### config.mk
export PLATFORM = sky130hd
export DESIGN_NAME = controlador_necessidades
export DESIGN_NICKNAME = d
export VERILOG_FILES = /design/src/rtl/controlador_necessidades_pkg.sv /design/src/rtl/divisor_tick.sv /design/src/rtl/controlador_necessidades.sv
export SDC_FILE = /design/constraint.sdc
export NUM_CORES = 1
export LEC_CHECK = 0
export CORE_ASPECT_RATIO = 0.7
export CORE_MARGIN = 2
export CORE_UTILIZATION = 60
export DETAILED_ROUTE_END_ITERATION = 7
export HOLD_SLACK_MARGIN = 0.03
export PLACE_DENSITY = 0.83
export SLEW_MARGIN = 20
export SYNTH_ARGS = -nofsm -noshare
export SYNTH_HDL_FRONTEND = slang
export SYNTH_HIERARCHICAL = 1
export SYNTH_SLANG_ARGS = --single-unit
export TNS_END_PERCENT = 5
### constraint.sdc
create_clock -name clk -period 6.4 [get_ports clk]
set_input_delay 0.64 -clock clk [delete_from_list [all_inputs] [get_ports clk]]
set_output_delay 0.64 -clock clk [all_outputs]
set_load 0.02 [all_outputs]
### src/rtl/controlador_necessidades_pkg.sv
// Shared definitions for the needs-update engine: estado codes (shared with the
// state controller), need width and the saturating add/sub helper.
package controlador_necessidades_pkg;

   localparam int unsigned NeedW = 8;

   // estado codes driven by the state controller
   localparam logic [4:0] EstIntro     = 5'b00000;
   localparam logic [4:0] EstIdle      = 5'b00001;
   localparam logic [4:0] EstDormindo  = 5'b00010;
   localparam logic [4:0] EstComendo   = 5'b00100;
   localparam logic [4:0] EstDandoAula = 5'b01000;
   localparam logic [4:0] EstMorto     = 5'b10000;

   localparam logic [NeedW:0] NeedMax = {1'b0, {NeedW{1'b1}}};

   // 9-bit add or subtract that clamps to [0, 255] instead of wrapping
   function automatic logic [NeedW-1:0] sat_update(input logic [NeedW-1:0] val,
                                                   input logic [NeedW:0]   delta,
                                                   input logic             sub);
      logic [NeedW:0] ext;
      logic [NeedW:0] res;
      ext = {1'b0, val};
      if (sub) begin
         if (delta > ext) res = '0;
         else             res = ext - delta;
      end else begin
         res = ext + delta;
         if (res > NeedMax) res = NeedMax;
      end
      return res[NeedW-1:0];
   endfunction

endpackage

### src/rtl/divisor_tick.sv
// Free-running TICK_W-bit prescaler; tick is high for the one cycle in which the
// counter is all-ones, giving one update every 2^TICK_W clocks.
module divisor_tick #(
   parameter int unsigned TICK_W = 22
) (
   input  logic clk,
   input  logic rst,
   output logic tick
);

   logic [TICK_W-1:0] cnt_q;

   // Prescaler counter, wraps naturally
   always_ff @(posedge clk or posedge rst) begin
      if (rst) cnt_q <= '0;
      else     cnt_q <= cnt_q + {{(TICK_W-1){1'b0}}, 1'b1};
   end

   assign tick = &cnt_q;

endmodule

### src/rtl/controlador_necessidades.sv
// Needs-update engine: on each prescaled tick, raises the need served by the
// current activity and decays the others, with saturation at 0 and 255.
// Optional feature macro: NECESSIDADES_MORTE_EN enables the sticky death flag
// `morto` and freezes all needs once it is set.
module controlador_necessidades
   import controlador_necessidades_pkg::*;
#(
   parameter int unsigned     TICK_W      = 22,
   parameter logic [NeedW-1:0] VAL_INICIAL = 8'd128,
   parameter logic [NeedW-1:0] INC         = 8'd8,
   parameter logic [NeedW-1:0] DEC         = 8'd1
) (
   input  logic             clk,
   input  logic             rst,
   input  logic [4:0]       estado,
   output logic [NeedW-1:0] fome,
   output logic [NeedW-1:0] felicidade,
   output logic [NeedW-1:0] sono,
   output logic             morto,
   output logic             tick
);

   localparam logic [NeedW:0] IncX  = {1'b0, INC};
   localparam logic [NeedW:0] DecX  = {1'b0, DEC};
   localparam logic [NeedW:0] Dec2X = {DEC, 1'b0};

   logic [NeedW-1:0] fome_q, fome_d;
   logic [NeedW-1:0] felicidade_q, felicidade_d;
   logic [NeedW-1:0] sono_q, sono_d;
   logic             upd;

   divisor_tick #(
      .TICK_W (TICK_W)
   ) u_divisor_tick (
      .clk  (clk),
      .rst  (rst),
      .tick (tick)
   );

   // Candidate need values for this tick, selected by the sampled activity
   always_comb begin
      fome_d       = fome_q;
      felicidade_d = felicidade_q;
      sono_d       = sono_q;
      case (estado)
         EstIntro: begin
            fome_d       = VAL_INICIAL;
            felicidade_d = VAL_INICIAL;
            sono_d       = VAL_INICIAL;
         end
         EstIdle: begin
            fome_d       = sat_update(fome_q, DecX, 1'b1);
            felicidade_d = sat_update(felicidade_q, DecX, 1'b1);
            sono_d       = sat_update(sono_q, DecX, 1'b1);
         end
         EstComendo: begin
            fome_d       = sat_update(fome_q, IncX, 1'b0);
            felicidade_d = sat_update(felicidade_q, DecX, 1'b1);
            sono_d       = sat_update(sono_q, DecX, 1'b1);
         end
         EstDormindo: begin
            sono_d       = sat_update(sono_q, IncX, 1'b0);
            fome_d       = sat_update(fome_q, DecX, 1'b1);
            felicidade_d = sat_update(felicidade_q, DecX, 1'b1);
         end
         EstDandoAula: begin
            felicidade_d = sat_update(felicidade_q, IncX, 1'b0);
            fome_d       = sat_update(fome_q, Dec2X, 1'b1);
            sono_d       = sat_update(sono_q, Dec2X, 1'b1);
         end
         // EstMorto and any unlisted or multi-hot code: hold
         default: ;
      endcase
   end

`ifdef NECESSIDADES_MORTE_EN
   logic morto_q, morto_d;

   assign upd = tick & ~morto_q;

   // Death latches when an applied update leaves any need empty
   always_comb begin
      morto_d = morto_q;
      if (upd && (fome_d == '0 || felicidade_d == '0 || sono_d == '0)) morto_d = 1'b1;
   end

   // Sticky death flag, cleared only by reset
   always_ff @(posedge clk or posedge rst) begin
      if (rst) morto_q <= 1'b0;
      else     morto_q <= morto_d;
   end

   assign morto = morto_q;
`else
   assign upd   = tick;
   assign morto = 1'b0;
`endif

   // Need registers advance only on enabled tick edges
   always_ff @(posedge clk or posedge rst) begin
      if (rst) begin
         fome_q       <= VAL_INICIAL;
         felicidade_q <= VAL_INICIAL;
         sono_q       <= VAL_INICIAL;
      end else if (upd) begin
         fome_q       <= fome_d;
         felicidade_q <= felicidade_d;
         sono_q       <= sono_d;
      end
   end

   assign fome       = fome_q;
   assign felicidade = felicidade_q;
   assign sono       = sono_q;

endmodule

==> results of run 1 <==
stage by stage:
stage	hold WS (ns)	area [um^2]	std cells
final	0.460	3980	502
after global routing	0.494	3980	502
after CTS	0.466	3980	502
after detailed placement	0.453	3890	494
after global placement	0.437	3890	494
after floorplan	0.422	3630	411
routing by layer:
metal  GRT usage, %  wire (um)
met2           40.1       3860
met3           5.68        801
met1           39.6       4240
met4           8.61        119
met5              0          0
cell usage in the layout (no fill, tap or decap), types with 13 or more instances in the layout:
| master | Yosys | final |
|---|---|---|
| dfrtp_1 | 43 | 43 |
| nand2_1 | 33 | 33 |
| clkdlybuf4s50_1 | 0 | 31 |
| nor2_1 | 27 | 27 |
| inv_1 | 24 | 23 |
| xnor2_1 | 21 | 21 |
| ha_1 | 21 | 21 |
| nand3_1 | 19 | 19 |
| a21oi_1 | 16 | 16 |
| nor3_1 | 15 | 15 |
| o21ai_0 | 13 | 13 |
| xor2_1 | 13 | 13 |
registers in the layout, indices dropped and copies added, names as in the netlist:
signal and flops:
u_divisor_tick/cnt_q 22, sono 8, fome 8, felicidade 8
layout make-up:
class                      count  area share [%]
inverter                      25            2.36
clock buffer                   6            2.07
multi-input combinational    317            56.1
clock inverter                 2           0.314
tap                           75            2.36
timing repair buffer          31            7.79
sequential                    46            29.0
power by group through the flow:
stage	Clock (W)	Sequential (W)	Combinational, W
2_1_floorplan	0	0.000296	0.0000261
3_3_place_gp	0	0.000296	0.0000317
6_report	0.000194	0.000290	0.0000330
3_5_place_dp	0	0.000296	0.0000327
4_1_cts	0.000195	0.000290	0.0000328
5_1_grt	0.000206	0.000291	0.0000365
kinds of logic (layout without fill, tap and decap cells):
group | after synthesis | after routing | synth area share [%]
buf+inv | 48 | 64 | 6.71
flops | 46 | 46 | 31.8
compound gates | 111 | 111 | 22.0
simple gates | 149 | 149 | 23.7
fa+ha+maj | 22 | 22 | 7.50
other cells | 1 | 1 | 0.103
xor+xnor | 34 | 34 | 8.19
worst max-delay path: stages, from the launching register on:
cell and delay (ns):
dfrtp_1 0.38, ha_1 0.24, nand3_1 0.14, or2_1 0.31, nor4_1 0.56, clkdlybuf4s50_1 0.73
worst min path at each step:
stage,to,from,slack [ns]
after global placement,u_divisor_tick/cnt_q[0],u_divisor_tick/cnt_q[0],0.44
after CTS,u_divisor_tick/cnt_q[0],u_divisor_tick/cnt_q[0],0.47
after detailed placement,u_divisor_tick/cnt_q[0],u_divisor_tick/cnt_q[0],0.45
final,u_divisor_tick/cnt_q[0],u_divisor_tick/cnt_q[0],0.46
after floorplan,u_divisor_tick/cnt_q[0],u_divisor_tick/cnt_q[0],0.42
after global routing,u_divisor_tick/cnt_q[0],u_divisor_tick/cnt_q[0],0.49
==> metrics, run 1 <==
Final Util=68.9%; # nets final=454; final hold viol count=0; dpl hpwl=6300 um; Core ar.=5780 um^2; number of CTS-inserted buffers=5; status=completed; DRT antenna net count=0; crit path launch=u_divisor_tick/cnt_q[0]; endpoints failing setup=0; height of the die=69.1 um; Die Wd=97.0 um; GP Congestion=0.892; clock power share=37.4%; Post-Syn Nets=439; count leader, synth=dfrtp_1; Peak VDD IR=0.0775 mV; Initial Util=62.8%; synthesized flop and latch total=46; CTS tree=yes; htree depth=2; number of global-route vias before repair=3,076; number of buffers added on ports=31; clk_lat worst skew=0.31 ns; Routed WL per cell=18.0 um; DIE AREA=6710 um^2; Final min period=3.31 ns; Worst Reg-to-Reg Cells=8; period utilization=51.6%; min setup slack post-route=3.09 ns; hold path depth=1; Clock transition at path regs=0.09 ns; Worst R2R Start=u_divisor_tick/cnt_q[0]; Max clock buf depth=2; Yosys warnings=6; CTS sink count=46; DRT Pass-1 Iters=5; RSZ-0062 raised after global routing=false; CP endpoint=tick; worst slew pin tran=0.846 ns; CP Capture Type=output pin; global-route wire length before repair=15,000 um; max cap viols=0; leakage power=1.55 nW; Switch Pwr=0.000129 W; Logic pwr share=6.4%; Startpoint Class=flip-flop; Sequential Power Share=56.2%; FP Rows=23; worst min path class=flip-flop to flip-flop; DRC violations left=0; switching share of power=25.0%; fmax=303 MHz; CTS resizes=0; power per standard cell area=130 nW/um^2; arrival time at the worst endpoint=2.67 ns; layout cells sized above 1=10.1%; final max-slew violation count=0; dominant cell type by area after synthesis=dfrtp_1; Syn Area/Cell=8.84 um^2; Worst Path Max Fanout=5; clock root cell=clkbuf_8; Fin Setup TNS=0 ns; Remaining Overflow, GRT=0; setup slack at placement=3.48 ns; final WL=9020 um; synth cell count leaders=dfrtp_1, nand2_1, nor2_1, inv_1; internal power=0.000388 W; Synth Instances=411; register area share after synthesis=31.8%; Req. time, crit path=5.76 ns; storage element area=1150 um^2; Most used DFF post-synth=dfrtp_1; EDFF count, synth=0; Setup Skew=0.00557 ns; terminus of the critical flop-to-flop path=sono[3]; largest net degree at the start of global routing=25; First DRT Iteration DRCs=291; Filler cells=460; Rel. slew slack=43.5%; Reg2Reg Setup Slack=3.48 ns; GRT Util Overall=27.1%; Ant. Diodes=0; Hold Buf Count CTS=0; Post-CTS Setup Inserts=0; area of the mapped netlist=3630 um^2; critical path class=flip-flop to output pin; area of the multi-input gates=2240 um^2; vias per inst=6.51; initial antenna violation count=0; ys async rst share=100%; Synth top area share=29.6%; Synth cell types=83; Area growth syn-to-layout=9.60%; Boundary Pins=33; top cells by area, synth=dfrtp_1, ha_1, xnor2_1, nand2_1, xor2_1; Overall Power=0.000517 W; Vias=3,268
Power figures use the tool's default switching activity.
==> inputs of run 2 (changes only) <==
CORE_UTILIZATION = 53   (was 60)
PLACE_DENSITY = 0.77   (was 0.83)
clock period = 2.9 ns   (was 6.4 ns; I/O delays follow)
==> run 2 against run 1 <==
  * Clock skew hardly changed
  * Setup slack worse by 2.9 ns
  * Core utilization is 8.0 points lower
  * Sequential cell count stayed put
  * Clock power is 150% higher
  * First-iteration DRC count is 18% lower
==> metrics, run 2 (same netlist as run 1, synthesis figures left out) <==
status=completed; final hold viol count=0 (unchanged); GP Congestion=0.919 (+3.1%); final WL=8670 um (-3.9%); top layer in use=met4; Rel. slew slack=46.7% (+3.2 points); terminus of the critical flop-to-flop path=sono[3]; clock root cell=clkbuf_8; Setup Skew=0.00592 ns (+0.000351 ns); height of the die=73.3 um (+6.0%); most common cell after layout, fill and taps aside=dfrtp_1; internal power=0.000923 W (+140%); RSZ-0062 raised after global routing=false; met3 wire len=733 um (-8.5%); Buf+Inv Stages, Crit Path=1 (unchanged); crit path launch=u_divisor_tick/cnt_q[0]; clock power share=40.1% (+2.7 points); DRT Pass-1 Iters=4 (-1); Largest Register=u_divisor_tick/cnt_q; Remaining Overflow, GRT=0 (unchanged); worst slew pin tran=0.798 ns (-0.0481 ns); CTS sink count=46 (unchanged); Final min period=2.66 ns; layout cells sized above 1=11.5% (+1.5 points); Worst Path Max Fanout=5 (unchanged); CTS tree=yes; most frequent cells in the layout=dfrtp_1, nand2_1, clkdlybuf4s50_1; Switch Pwr=0.000273 W (+110%); Worst Reg-to-Reg Cells=9 (+1); endpoints failing setup=0 (unchanged); First DRT Iteration DRCs=238 (-18%); Ant. Diodes=0 (unchanged); Detail Route met2 WL=3640 um (-5.7%); DRT antenna net count=0 (unchanged); Post-CTS Setup Inserts=0 (unchanged); Startpoint Class=flip-flop; placed insts=519 (+5.1%); critical path class=flip-flop to output pin; Placement Cell Area=3960 um^2 (+1.9%); Reg2Reg Setup Slack=0.31 ns (-3.17 ns); number of CTS-inserted buffers=5 (unchanged); M1 wire length=4200 um (-1.0%); Routed WL per cell=16.4 um (-8.5%); max FFs per register=22 (unchanged); global-route wire length before repair=14,700 um (-1.7%); FP Rows=25 (+8.7%); dpl hpwl=6400 um (+1.5%); largest net degree at the start of global routing=25 (unchanged); switching share of power=22.8% (-2.2 points); Initial Util=54.3% (-8.5 points); CP peak stage delay=0.69 ns (-0.04 ns); Fin Setup TNS=0 ns (unchanged); clk_lat worst skew=0.30 ns (about the same); Peak VDD IR=0.194 mV (+150%); Core ar.=6690 um^2 (+16%); final instance area=4080 um^2 (+2.3%); final non-filler cell total=527 (+5.0%); DRC violations left=0 (unchanged); fmax=376 MHz; GRT Util Overall=24.8% (-2.2 points); number of buffers added on ports=31 (unchanged); Sequential Power Share=53.6% (-2.6 points); DIE AREA=7550 um^2 (+13%); Req. time, crit path=2.61 ns (-3.15 ns); initial antenna violation count=0 (unchanged); period utilization=91.6%; Worst R2R Start=u_divisor_tick/cnt_q[0]; Area growth syn-to-layout=12.2%; Boundary Pins=33 (unchanged); Worst path slowest cell=clkdlybuf4s50_1; power per standard cell area=294 nW/um^2 (+130%); Logic pwr share=6.3% (about the same); Vias=3,215 (-1.6%); final max-slew violation count=0 (unchanged); number of global-route vias before repair=2,948 (-4.2%); max cap viols=0 (unchanged); worst min path class=input port to async pin; htree depth=2 (unchanged); Max clock buf depth=2 (unchanged); Clock transition at path regs=0.09 ns (about the same); Hold Slack=0.372 ns (-0.0879 ns); # nets final=460 (+1.3%); arrival time at the worst endpoint=2.37 ns (-0.30 ns); leakage power=1.59 nW (+2.2%); CP Capture Type=output pin; vias per inst=6.10 (-6.3%); cell family with most CP delay=simple AND/OR/NAND/NOR gates; CP cell instances=ha_1 -> nand3_1 -> or2_1 -> nor4_2 -> clkdlybuf4s50_1; Die Wd=103 um (+6.1%)
run 2: how the worst max path moves through the flow:
stage | to | slack (ns) | cells after the start
finish | tick | 0.24 | 5
global placement | fome[3] | 0.36 | 8
global route | tick | 0.07 | 5
CTS | tick | 0.22 | 5
detailed placement | sono[3] | 0.27 | 8
floorplan | sono[5] | 0.17 | 11
run 2: stage by stage:
stage | utilization, % | setup WS [ns] | power [W]
3_5_place_dp | 59.2 | 0.269 | 0.000729
4_1_cts | 60.9 | 0.224 | 0.00120
5_1_grt | 60.9 | 0.0693 | 0.00124
3_3_place_gp | 59.2 | 0.359 | 0.000727
6_report | 60.9 | 0.242 | 0.00120
2_1_floorplan | - | 0.166 | 0.000711
run 2: what timing repair did:
action | 4_1_cts | 5_1_grt
setup endpoints to repair | 0 | 2
hold buffers | 0 | 0
gates resized for setup | 0 | 2
run 2: cell type report:
cell class | instances | area (um^2)
Clock buffer | 6 | 72.6
Clock inverter | 2 | 37.5
Fill cell | 589 | 2620
Inverter | 25 | 93.8
Multi-Input combinational cell | 317 | 2240
Sequential cell | 46 | 1150
Tap cell | 94 | 118
Timing Repair Buffer | 37 | 355
run 2: power groups by stage:
| stage | logic (W) | registers (W) | clock network [W] |
|---|---|---|---|
| 2_1_floorplan | 0.0000576 | 0.000654 | 0 |
| 3_3_place_gp | 0.0000738 | 0.000654 | 0 |
| 3_5_place_dp | 0.0000753 | 0.000654 | 0 |
| 4_1_cts | 0.0000755 | 0.000641 | 0.000485 |
| 5_1_grt | 0.0000846 | 0.000641 | 0.000512 |
| 6_report | 0.0000760 | 0.000641 | 0.000480 |
run 2: metal layers:
layer  vias to the layer above  track usage (%)
met5                         -                0
met3                        12             6.09
met2                       143             36.1
met4                         0             4.39
met1                      1534             37.8
li1                       1526                -
run 2: worst min-delay path, delay by kind of cell:
| family | cells | cell delay [ns] |
|---|---|---|
| buffers and inverters | 3 | 0.78 |
==> variant 1: new RTL, flow settings as in run 2 <==
Set the parameter `VAL_INICIAL` to 8'd96 (it was 8'd128).
--- a/src/rtl/controlador_necessidades.sv
+++ b/src/rtl/controlador_necessidades.sv
@@ -6,7 +6,7 @@
    import controlador_necessidades_pkg::*;
 #(
    parameter int unsigned     TICK_W      = 22,
-   parameter logic [NeedW-1:0] VAL_INICIAL = 8'd128,
+   parameter logic [NeedW-1:0] VAL_INICIAL = 8'd96,
    parameter logic [NeedW-1:0] INC         = 8'd8,
    parameter logic [NeedW-1:0] DEC         = 8'd1
 ) (
Formal check against the unedited RTL: not equivalent (a bounded check fails within 4 cycles, from zero or initial values and one cycle with rst high).
==> variant 1 against run 2 <==
Maximum frequency up 0.63%. Sequential cell count unchanged. Sequential share of layout area decreased by 0.45 points. Design area grew 1.9%. Synthesized area is 1.7% higher. Wire length up 2.1%. Power down 3.1%. Setup slack improved by 17 ps. Critical path type is now flip-flop to flip-flop. Critical endpoint is now fome[6]. Largest cell class unchanged. Largest power group unchanged.
==> variant 1: results (changes against run 2) <==
stage	metric	value	unit	change
power_and_ir_drop	p_leak	0.00171	µW	+7.6%
yosys	synth_common_cells	40 x dfrtp_1, 27 x nor2_1, 26 x nand2_1		
finish	num-fill-cells	583		-1.0%
placement	post_dp_cell_area	0.00404	mm²	+1.8%
routing	firstDrtPassIters	7		+3
worst_setup_path	cp.depth	11		+6
yosys	synth_xor_area_frac	0.0806		-0.00136
finish	nets	469		+2.0%
worst_setup_path	arrival	2890	ps	+520 ps
placement	numPlacedInstances	526		+1.3%
finish	final_cells	536		+1.7%
yosys	synth_cell_types	78		-6.0%
global_routing	grt_pass1_wl	15000	µm	+1.6%
finish	drive_above_1_share	0.113		-0.00235
finish	multi_input_area	0.00230	mm²	+2.3%
yosys	yosysSeqAreaShare	0.313		-0.00425
global_routing	grt_pass1_vias	3046		+3.3%
finish	nonClkBufAreaFrac	0.0945		+0.00738
worst_setup_path	slowest_delay	380	ps	-310 ps
placement	dp_slack	213	ps	-56.5 ps
outcome	outcome	finished, final reports clean		
yosys	syn_avg_cell_area	8.80	µm²	-0.49%
yosys	syn_nets	448		+2.1%
global_routing	grtUsageTotal	0.241		-0.00689
sta	relSlewSlack	0.345		-0.123
sta	finClkSkew	9.66	ps	+3.74 ps
worst_setup_path	critPathSlowestCell	dfrtp_1		
finish	seq_area	0.00116	mm²	+0.32%
power_and_ir_drop	p_int	848	µW	-8.2%
finish	seq_share	0.279		-0.00447
yosys	synth-compound-area-share	0.232		+0.0123
power_and_ir_drop	vdd_drop_max	0.198	mV	+2.2%
finish	multi_input_cells	321		+1.3%
routing	drt_first_iter_violations	255		+7.1%
==> variant 1: cell types whose count changed in the layout (fill, tap and decap cells not counted), moves of 5 or more <==
cell / delta
o221ai_1: +5
nand2_1: -7
a31oi_1: -6
a211o_1: +7
a21o_1: +5
buf_4: +5
==> variant 1: power by group through the flow <==
stage          Sequential (µW)  Clock (µW)  Combinational (µW)
6_report                   641         441                77.2
5_1_grt                    642         476                85.6
4_1_cts                    641         450                77.2
3_5_place_dp               654           0                76.9
3_3_place_gp               654           0                75.8
2_1_floorplan              654           0                57.5
==> variant 1: layer usage <==
| layer | track usage | vias up | part of all wire |
|---|---|---|---|
| met5 | 0 | - | 0 |
| met1 | 0.346 | 1579 | 0.46 |
| met3 | 0.0346 | 9 | 0.073 |
| met4 | 0.0661 | 0 | 0.0077 |
| li1 | - | 1582 | - |
| met2 | 0.385 | 126 | 0.46 |
==> variant 2: new RTL, flow settings as in run 2 <==
Made on the original files. Register the output `fome` once more, with the module's reset; this adds one clock of latency there. The other outputs are not delayed to match.
--- a/src/rtl/controlador_necessidades.sv
+++ b/src/rtl/controlador_necessidades.sv
@@ -109,7 +109,13 @@
       end
    end
 
-   assign fome       = fome_q;
+   always_ff @(posedge clk or posedge rst) begin
+      if (rst) begin
+         fome <= '0;
+      end else begin
+         fome <= fome_q;
+      end
+   end
    assign felicidade = felicidade_q;
    assign sono       = sono_q;
 
Behaviour: not the same (a bounded check fails within 4 cycles, from zero or initial values and one cycle with rst high).
==> variant 2 against run 2 <==
Sequential share of layout area up 2.8 points. Register-to-register slack worse by 20 ps. Clock skew grew 2.0 ps. Power is 8.2% higher. Highest routed layer unchanged. Count of clock-buffer cells in the layout shrank 1. Maximum frequency grew 1.9%. Wire length increased by 8.8%. Sequential cell count up 8. Design area increased by 6.7%. Setup slack better by 50 ps. Via count grew 4.5%. Die area rose by 4.6%. Synthesized area is 4.8% higher.
==> variant 2: results (changes against run 2) <==
stage	metric	value	unit	change
outcome	outcome	finished, final reports clean		
worst_setup_path	ff2ff_path_depth	11		+2
global_routing	grt_use_met2	0.392		+0.0306
worst_setup_path	arrival	2320	ps	-50 ps
yosys	syn_nets	445		+1.4%
power_and_ir_drop	clkPwrFrac	0.353		-0.048
finish	multi_input_cells	320		+0.95%
yosys	synth_mux_area_frac	0.00263		+0.00263
yosys	synthTopCellsByArea	dfrtp_1 34%, ha_1 6.9%, xnor2_1 4.1%		
finish	seq_area	0.00136	mm²	+17%
global_routing	grtUsageTotal	0.250		+0.00151
yosys	synth_cell_types	73		-12%
global_routing	grt_pass1_vias	3160		+7.2%
yosys	synth_xor_area_frac	0.0713		-0.0106
routing	drt_first_iter_violations	304		+28%
global_routing	grtUsageMet1	0.363		-0.0149
sta	relSlewSlack	0.453		-0.0144
finish	nets	476		+3.5%
sta	timing.hold.ws	387	ps	+14.6 ps
placement	dp_slack	237	ps	-31.6 ps
finish	buffers	42		+14%
power_and_ir_drop	comb_power	85.1	µW	+12%
finish	areaGrowthSynthToFinish	14.2	%	
finish	nonClkBufAreaFrac	0.0903		+0.00316
power_and_ir_drop	p_leak	0.00179	µW	+12%
yosys	ys_seq_elements	54		+17%
routing	firstDrtPassIters	7		+3
power_and_ir_drop	p_int	963	µW	+4.3%
worst_setup_path	r2r-end	fome_q[5]		
finish	final_cells	543		+3.0%
worst_setup_path	slowest_delay	660	ps	-30 ps
finish	drive_above_1_share	0.107		-0.00857
placement	routabilityCongestion	0.962		+4.6%
global_routing	grt_pass1_wl	15700	µm	+6.4%
power_and_ir_drop	vdd_drop_max	0.186	mV	-4.0%
placement	post_dp_cell_area	0.00423	mm²	+6.8%
worst_setup_path	rrSetupSlack	290	ps	-20 ps
global_routing	grt_max_degree	33		+32%
yosys	synth_common_cells	51 x dfrtp_1, 31 x nand2_1, 25 x inv_1		
finish	num-fill-cells	572		-2.9%
finish	multi_input_area_share	0.528		-0.0230
yosys	yosysSeqAreaShare	0.356		+0.0381
clock_network	clkLatencyLatePin	320	ps	+20 ps
-- variant 2: cell types whose count changed in the layout (fill, tap and decap cells not counted), sizes merged, moves of 4 or more --
cell,change
a21oi,+5
a31oi,-6
buf,+5
dfrtp,+8
inv,+4
nand2b,+6
nor2,-6
nor2b,+4
nor3b,+4
o221ai,+7
-- variant 2: worst max-delay path by stage --
stage,start,to,slack [ps]
after floorplan,u_divisor_tick/cnt_q[0],fome_q[2],240
after global placement,estado[1],sono[5],300
after detailed placement,u_divisor_tick/cnt_q[0],fome_q[2],240
after CTS,u_divisor_tick/cnt_q[0],fome_q[2],190
after global routing,u_divisor_tick/cnt_q[0],felicidade[4],10
final,u_divisor_tick/cnt_q[0],tick,290
-- variant 2: routing by layer --
layer | share of wire | up-vias
li1 | - | 1589
met3 | 0.074 | 12
met5 | 0 | -
met1 | 0.48 | 1625
met2 | 0.44 | 135
met4 | 0.0086 | 0
-- variant 2: repair_timing --
action,4_1_cts,5_1_grt
buffers inserted,0,0
setup endpoints to repair,0,2
resized for setup,0,3
